<file path="src/rtl/vec_pkg.sv">
// Shared sizing, state and payload types for the vector join stage.
// Optional lane masking is enabled with the JOIN_LANE_MASK_EN macro.
package vec_pkg;

    localparam int unsigned DEF_N = 32;
    localparam int unsigned DEF_V = 20;
    localparam int unsigned DEF_L = 4;
    localparam int unsigned DEF_A = 5;

    function automatic int unsigned beats_for(input int unsigned v, input int unsigned l);
        return (v + l - 1) / l;
    endfunction

    function automatic int unsigned beat_w_for(input int unsigned beats);
        return (beats > 1) ? $clog2(beats) : 1;
    endfunction

    localparam int unsigned BEATS  = beats_for(DEF_V, DEF_L);
    localparam int unsigned BEAT_W = beat_w_for(BEATS);

    typedef enum logic {
        COLLECT = 1'b0,
        HOLD    = 1'b1
    } join_state_e;

    typedef logic [DEF_L-1:0][DEF_N-1:0] lane_chunk_t;

endpackage

</file>
<file path="src/rtl/join_lane_bank.sv">
// V x N element register bank; routes lane j of beat b into element b*L+j.
// With JOIN_LANE_MASK_EN defined, per-lane masking and a write-enable vector are added.
module join_lane_bank
    import vec_pkg::*;
#(
    parameter int unsigned N  = DEF_N,
    parameter int unsigned V  = DEF_V,
    parameter int unsigned L  = DEF_L,
    parameter int unsigned BW = beat_w_for(beats_for(DEF_V, DEF_L))
)(
    input  logic                 clk,
    input  logic                 rst,
    input  logic                 we,
    input  logic [BW-1:0]        beat,
    input  logic [L-1:0][N-1:0]  chunk,
`ifdef JOIN_LANE_MASK_EN
    input  logic [L-1:0]         lane_mask,
    output logic [V-1:0]         we_mask,
`endif
    output logic [V-1:0][N-1:0]  data
);

    logic [L-1:0] lane_en;

`ifdef JOIN_LANE_MASK_EN
    assign lane_en = lane_mask;
`else
    assign lane_en = '1;
`endif

    // Each element owns a fixed (beat, lane) slot; lanes past V on the last beat have no element.
    for (genvar i = 0; i < V; i++) begin : g_elem
        localparam int unsigned LANE = i % L;
        localparam int unsigned SLOT = i / L;

        logic         hit;
        logic [N-1:0] q;

        assign hit = we && (beat == BW'(SLOT));

        always_ff @(posedge clk or posedge rst) begin
            if (rst) begin
                q <= '0;
            end else if (hit && lane_en[LANE]) begin
                q <= chunk[LANE];
            end
        end

        assign data[i] = q;

`ifdef JOIN_LANE_MASK_EN
        logic en_q;

        // Cleared by the first beat of a vector, then set by this element's own beat.
        always_ff @(posedge clk or posedge rst) begin
            if (rst) begin
                en_q <= 1'b0;
            end else if (hit) begin
                en_q <= lane_en[LANE];
            end else if (we && (beat == '0)) begin
                en_q <= 1'b0;
            end
        end

        assign we_mask[i] = en_q;
`endif
    end

endmodule

</file>
<file path="src/rtl/join_vector.sv">
// Collects L-lane result chunks into a full V-element vector for register writeback.
// Define JOIN_LANE_MASK_EN to add lane_mask_i / WE_MASK_o.
module join_vector
    import vec_pkg::*;
#(
    parameter int unsigned N = DEF_N,
    parameter int unsigned V = DEF_V,
    parameter int unsigned L = DEF_L,
    parameter int unsigned A = DEF_A
)(
    input  logic                 CLK,
    input  logic                 RST,
    input  logic                 abort_i,
    input  logic                 in_valid_i,
    output logic                 in_ready_o,
    input  logic [L-1:0][N-1:0]  chunk_i,
    input  logic [A-1:0]         addr_i,
`ifdef JOIN_LANE_MASK_EN
    input  logic [L-1:0]         lane_mask_i,
    output logic [V-1:0]         WE_MASK_o,
`endif
    output logic                 wb_valid_o,
    input  logic                 wb_ready_i,
    output logic [V-1:0][N-1:0]  WD_VEC_o,
    output logic [A-1:0]         wb_addr_o
);

    localparam int unsigned NUM_BEATS = beats_for(V, L);
    localparam int unsigned CNT_W     = beat_w_for(NUM_BEATS);

    join_state_e      state, state_next;
    logic [CNT_W-1:0] beat, beat_next;
    logic             ready_next;
    logic             valid_next;
    logic             accept;
    logic             addr_we;

    always_ff @(posedge CLK or posedge RST) begin
        if (RST) begin
            state      <= COLLECT;
            beat       <= '0;
            in_ready_o <= 1'b1;
            wb_valid_o <= 1'b0;
            wb_addr_o  <= '0;
        end else begin
            state      <= state_next;
            beat       <= beat_next;
            in_ready_o <= ready_next;
            wb_valid_o <= valid_next;
            if (addr_we) begin
                wb_addr_o <= addr_i;
            end
        end
    end

    // Abort outranks everything, including a beat offered in the same cycle.
    always_comb begin
        state_next = state;
        beat_next  = beat;
        ready_next = in_ready_o;
        valid_next = wb_valid_o;
        accept     = 1'b0;
        addr_we    = 1'b0;

        if (abort_i) begin
            state_next = COLLECT;
            beat_next  = '0;
            ready_next = 1'b1;
            valid_next = 1'b0;
        end else begin
            case (state)
                COLLECT: begin
                    ready_next = 1'b1;
                    valid_next = 1'b0;
                    if (in_valid_i && in_ready_o) begin
                        accept  = 1'b1;
                        addr_we = (beat == '0);
                        if (beat == CNT_W'(NUM_BEATS - 1)) begin
                            state_next = HOLD;
                            beat_next  = '0;
                            ready_next = 1'b0;
                            valid_next = 1'b1;
                        end else begin
                            beat_next = beat + CNT_W'(1);
                        end
                    end
                end
                HOLD: begin
                    ready_next = 1'b0;
                    valid_next = 1'b1;
                    if (wb_ready_i) begin
                        state_next = COLLECT;
                        ready_next = 1'b1;
                        valid_next = 1'b0;
                    end
                end
                default: begin
                    state_next = COLLECT;
                    beat_next  = '0;
                    ready_next = 1'b1;
                    valid_next = 1'b0;
                end
            endcase
        end
    end

    join_lane_bank #(
        .N  (N),
        .V  (V),
        .L  (L),
        .BW (CNT_W)
    ) u_bank (
        .clk       (CLK),
        .rst       (RST),
        .we        (accept),
        .beat      (beat),
        .chunk     (chunk_i),
`ifdef JOIN_LANE_MASK_EN
        .lane_mask (lane_mask_i),
        .we_mask   (WE_MASK_o),
`endif
        .data      (WD_VEC_o)
    );

endmodule

</file>
<file path="config.mk">
export PLATFORM = sky130hd
export DESIGN_NAME = join_vector
export DESIGN_NICKNAME = d
export VERILOG_FILES = /design/src/rtl/vec_pkg.sv /design/src/rtl/join_lane_bank.sv /design/src/rtl/join_vector.sv
export SDC_FILE = /design/constraint.sdc
export NUM_CORES = 1
export LEC_CHECK = 0
export ABC_AREA = 1
export CORE_MARGIN = 1.5
export CORE_UTILIZATION = 25
export CTS_BUF_LIST = sky130_fd_sc_hd__clkbuf_16
export CTS_CLUSTER_DIAMETER = 60
export DETAILED_ROUTE_END_ITERATION = 7
export MAX_ROUTING_LAYER = met4
export PLACE_DENSITY_LB_ADDON = 0.2
export SYNTH_ARGS = -nofsm -noshare
export SYNTH_HDL_FRONTEND = slang
export SYNTH_SLANG_ARGS = --single-unit
export TNS_END_PERCENT = 10
</file>
<file path="constraint.sdc">
create_clock -name CLK -period 52.8 [get_ports CLK]
set_input_delay 13.2 -clock CLK [delete_from_list [all_inputs] [get_ports CLK]]
set_output_delay 13.2 -clock CLK [all_outputs]
set_load 0.05 [all_outputs]
</file>
==> flow_summary.ini, run 1 <==
[floorplanning]
rows = 119
die_y_um = 330
initial_core_util = 0.253
die_w_um = 330
io_pins = 785
die_area_um2 = 109000
fp.coreArea_um2 = 106000

[sta]
tns_ps = 0
relSlewSlack = 0.163
setup_violations = 0
fin_crit_sh = 0.333
hold_viol_final = 0
tightest_slew_ps = 1260
period_needed_ps = 17600
fmax_ghz = 0.0568
slew_viol_final = 0
skew_ps = 21.3
layout_setup_ws_ps = 35200
rsz0062_at_grt = no

[worst_hold_path]
hp-class = reg -> reg

[clocking]
cts-root-buf = clkbuf_16
clk_latency_ps = 640
clk_pin_slew_worst_paths_ps = 50
cts_resized = 0
cts_hold_repair.buffers = 0
cts_tree = built
cts_made_buffers = 83
ctsHtreeMaxLevel = 3
cts_sinks = 650
cts_setup_buffers = 0
cts_max_path_buffers = 3

[detailed_routing]
post_drt_wl_per_cell_um = 23.0
drtIter0Drc = 1815
vias_per_cell = 4.85
wl_um = 115000
num_vias = 24222
postRouteAntennaNets = 0
drc = 0
firstDrtPassIters = 5

[synthesis]
ys_ff_latch = 650
syn-num-nets = 3052
ys_seq_area_frac = 0.609
syn_area_um2 = 26700
syn_inst = 2909
ys_types = 19
avgSynthCellArea_um2 = 9.19
yosysWarnings = 0

[global_routing]
antenna_found_initial = 5
grt_pass1_wl_um = 168000
grt_max_degree = 218
first_global_vias = 23887
grt_overflow = 0
track_usage = 0.210

[worst_setup_path]
path_max_fanout = 88
arrival_ps = 18300
critical_path_class = in -> async
critPathCaptureType = asynchronous set/reset pin
r2r_slack_ps = 48770
required_ps = 53500
cp-start-kind = input port

[final_layout]
drive_above_1_share = 0.0459
final_nets = 3673
fillers = 10813
multiInputGateArea_um2 = 9160
syn2layout_area_growth_pct = 42.3
ff_latch_area_um2 = 16300

[placement]
port_buffers = 784
gp_congestion = 0.802
dp_hpwl_um = 70100
pre_cts_ws_ps = 34270

[power]
ir_drop_v = 0.0000267
total_leakage_power_nw = 18.4
powerDensity_nw_per_um2 = 53.3

[outcome]
outcome = complete, no violations

[flow_run]
maxCapViolCount = 0
-- per-stage QoR --
step	total power [mW]	util	hold WS (ps)	std cells	area (um^2)
after floorplan	1.17	-	500	2909	26700
after global placement	1.48	0.335	452	4836	35400
after detailed placement	1.49	0.335	457	4836	35400
after CTS	2.05	0.360	471	4986	38000
after global routing	2.11	0.360	483	4991	38000
final	2.03	0.360	466	4992	38000
-- layout make-up --
class / instances / share of cell area
repair buffers: 820 / 0.215
flip-flops and latches: 650 / 0.428
clock inverters: 64 / 0.0122
multi-input cells: 1966 / 0.241
diodes: 6 / 0.000395
inverters: 9 / 0.00141
well taps: 1391 / 0.0458
clock buffers: 86 / 0.0566
-- worst paths after layout --
check	endpoint	cells after the start	start
max in group CLK	u_bank.g_elem[6].q[10]	7	abort_i
min	u_bank.g_elem[6].q[25]	2	u_bank.g_elem[6].q[25]
min in group asynchronous	u_bank.g_elem[18].q[30]	2	RST
max	u_bank.g_elem[16].q[21]	7	RST
max reg2reg	u_bank.g_elem[10].q[26]	7	in_ready_o
min reg2reg	u_bank.g_elem[6].q[25]	2	u_bank.g_elem[6].q[25]
-- sequential cells by signal, summed over array words and instances (netlist names) --
signal           flops
wb_addr_o            5
beat                 3
state                1
u_bank.g_elem.q    640
in_ready_o           1
-- placed cells by master (no fill, tap or decap), types with 2 or more instances in the layout --
cell,instances
inv_1,20
buf_12,4
nand2_1,1298
diode_2,6
clkinv_2,11
nand4_1,647
clkdlybuf4s50_1,784
clkinv_4,2
nor2_4,4
clkbuf_16,86
clkinvlp_4,3
buf_4,32
bufinv_16,5
dfrtp_1,649
nand3_4,5
ha_1,4
inv_6,4
inv_8,4
clkinv_1,22
nor2_1,3
-- metal layers --
| metal | part of all wire | global-route usage | routed length [um] | vias up |
|---|---|---|---|---|
| li1 | - | - | - | 11179 |
| met1 | 0.43 | 0.266 | 49100 | 12062 |
| met2 | 0.46 | 0.320 | 53100 | 796 |
| met3 | 0.071 | 0.0519 | 8120 | 185 |
| met4 | 0.039 | 0.0883 | 4460 | 0 |
| met5 | 0 | - | 0 | - |
-- Yosys cell counts --
master	n	area, um^2
clkinv_1	1	3.75
nor2_4	2	22.5
buf_1	21	78.8
a31oi_1	1	6.26
inv_1	7	26.3
nand4_1	647	4050
dfstp_2	1	26.3
dfrtp_1	649	16200
nand3_2	1	10.0
inv_2	1	3.75
nand2_1	1298	4870
nor2_1	5	18.8
buf_2	194	971
nand3_1	5	25.0
clkbuf_1	60	225
o21ai_0	1	5.00
buf_4	9	67.6
nand2_2	1	6.26
ha_1	5	62.6
-- worst max-delay path, stage by stage --
cell             delay, ps
clkdlybuf4s50_1        490
inv_8                  480
buf_4                  820
buf_4                  880
buf_4                  720
buf_4                  710
buf_4                  690
-- power by group --
part	switching (mW)	internal [mW]
clock	0.233	0.320
combinational	0.576	0.229
sequential	0.0635	0.606
total	0.872	1.15
-- cells by family after synthesis --
| family | Yosys count | share of synthesized area |
|---|---|---|
| AOI/OAI and AO/OA | 2 | 0.000421 |
| DFF | 650 | 0.609 |
| adders and majority gates | 5 | 0.00234 |
| buffers and inverters | 293 | 0.0515 |
| and+or+nand+nor | 1959 | 0.337 |
Power figures use the tool's default switching activity.
==> run 2, diff against run 1 <==
clock period = 16.6 ns   (was 52.8 ns; I/O delays follow)
==> flow_summary.ini, run 2 (synthesis gave the netlist of run 1 again) <==
[sta]
setup_violations = 0
tightest_slew_ps = 1130
period_needed_ps = 7930
fmax_ghz = 0.126
slew_viol_final = 0
rsz0062_at_grt = no
skew_ps = 39.2
hold_viol_final = 0
relSlewSlack = 0.245
tns_ps = 0
fin_crit_sh = 0.478

[worst_setup_path]
rr_endpoint = u_bank.g_elem[2].q[8]
critPathCaptureType = flip-flop
required_ps = 17170
cp-start-kind = input port
critical_path_class = in -> reg
worstReg2RegStart = in_ready_o
r2r_cells = 8
endpoint = u_bank.g_elem[2].q[8]
r2r_slack_ps = 12110
path_max_fanout = 96
setup.worst_path.start = in_valid_i
arrival_ps = 8500

[detailed_routing]
postRouteAntennaNets = 0
vias_per_cell = 4.85
firstDrtPassIters = 5
num_vias = 24279
drc = 0
post_drt_wl_per_cell_um = 23.2
drtIter0Drc = 1795
wl_um = 116000

[final_layout]
largest_reg_flops = 640
reg_top3 = u_bank.g_elem.q (640), wb_addr_o (5), beat (3)
fin_area_um2 = 38200
layout_common_cells = nand2_1 (1298), clkdlybuf4s50_1 (784), dfrtp_1 (649)
syn2layout_area_growth_pct = 43.0
final_nets = 3681
regMostFlops = u_bank.g_elem.q
layout_commonest_cell = nand2_1
drive_above_1_share = 0.0491
postLayoutCoreUtil = 0.362
finalNonFillerCells = 5003

[power]
p_int_mw = 3.73
powerDensity_nw_per_um2 = 171
total_leakage_power_nw = 18.5
clockPowerShare = 0.281
comb_power_share = 0.394
ir_drop_v = 0.0000859
power_frac_seq = 0.326
p_sw_frac = 0.428
switching_power_mw = 2.79
power_mw = 6.52

[global_routing]
track_usage = 0.213
antenna_found_initial = 8
use_met3 = 0.0512
grt_overflow = 0
first_global_vias = 23915
grt_max_degree = 185
met1_usage = 0.265
grt.busiest_layer = met2
met2_usage = 0.326
grt_pass1_wl_um = 169000

[flow_run]
maxCapViolCount = 0

[floorplanning]
die_y_um = 330
io_pins = 785
rows = 119
initial_core_util = 0.253
die_area_um2 = 109000
fp.coreArea_um2 = 106000
die_w_um = 330

[clocking]
cts_tree = built
cts_made_buffers = 84
cts_resized = 0
clk_pin_slew_worst_paths_ps = 60
cts_max_path_buffers = 3
cts-root-buf = clkbuf_16
ctsHtreeMaxLevel = 3
cts_setup_buffers = 0
cts_hold_repair.buffers = 0
clk_latency_ps = 650
cts_sinks = 650

[worst_hold_path]
holdCritStartpoint = u_bank.g_elem[4].q[10]
hp-class = reg -> reg

[placement]
dpl_cell_area_um2 = 35400
port_buffers = 784
gp_congestion = 0.818
dp_hpwl_um = 71500
placedCellCount = 4843

[outcome]
outcome = complete, no violations
[run 2: cell types whose count changed in the layout (fill, tap and decap cells not counted), moves of 2 or more]
cell / change
clkinv_1: -8
bufinv_16: +3
inv_1: +6
buf_4: +7
clkinvlp_4: +3
clkinv_2: -2
[run 2: worst min path at each step]
stage / to / depth (start not counted) / slack (ps)
2_1_floorplan: beat[1] / 2 / 500
3_3_place_gp: u_bank.g_elem[18].q[31] / 2 / 450
3_5_place_dp: u_bank.g_elem[10].q[27] / 2 / 460
4_1_cts: u_bank.g_elem[13].q[15] / 2 / 470
5_1_grt: u_bank.g_elem[17].q[15] / 2 / 480
6_report: u_bank.g_elem[4].q[10] / 2 / 470
[run 2: power groups by stage]
stage	Clock (mW)	Combinational (mW)	Sequential [mW]
after CTS	1.88	2.59	2.12
after global routing	1.94	2.68	2.16
final	1.83	2.56	2.12
after global placement	0	2.58	2.14
after floorplan	0	0.368	3.34
after detailed placement	0	2.58	2.14
[run 2: through the flow]
stage / hold WS [ps] / worst slack (ps)
2_1_floorplan: 500 / 3570
3_3_place_gp: 452 / 8130
3_5_place_dp: 457 / 8100
4_1_cts: 471 / 8830
5_1_grt: 478 / 8390
6_report: 467 / 8670
[run 2: worst max-delay path, stage by stage]
cell and delay (ps):
clkdlybuf4s50_1 450, nand2_1 80, nor2_4 120, buf_4 660, buf_4 880, buf_4 800
buf_4 840, nand4_1 180, nand2_1 120
[run 2: layer usage]
metal  share of wire  wire length [um]
met5               0                 0
met4           0.041              4730
met3           0.070              8160
met2            0.47             54600
met1            0.42             48500
[run 2: cell type report]
type	count	area (um^2)
inverters	9	50.0
clock inverters	67	593
repair buffers	827	8220
fillers	10796	67400
clock buffers	86	2150
flip-flops and latches	650	16300
well taps	1391	1740
multi-input cells	1966	9160
diodes	7	17.5
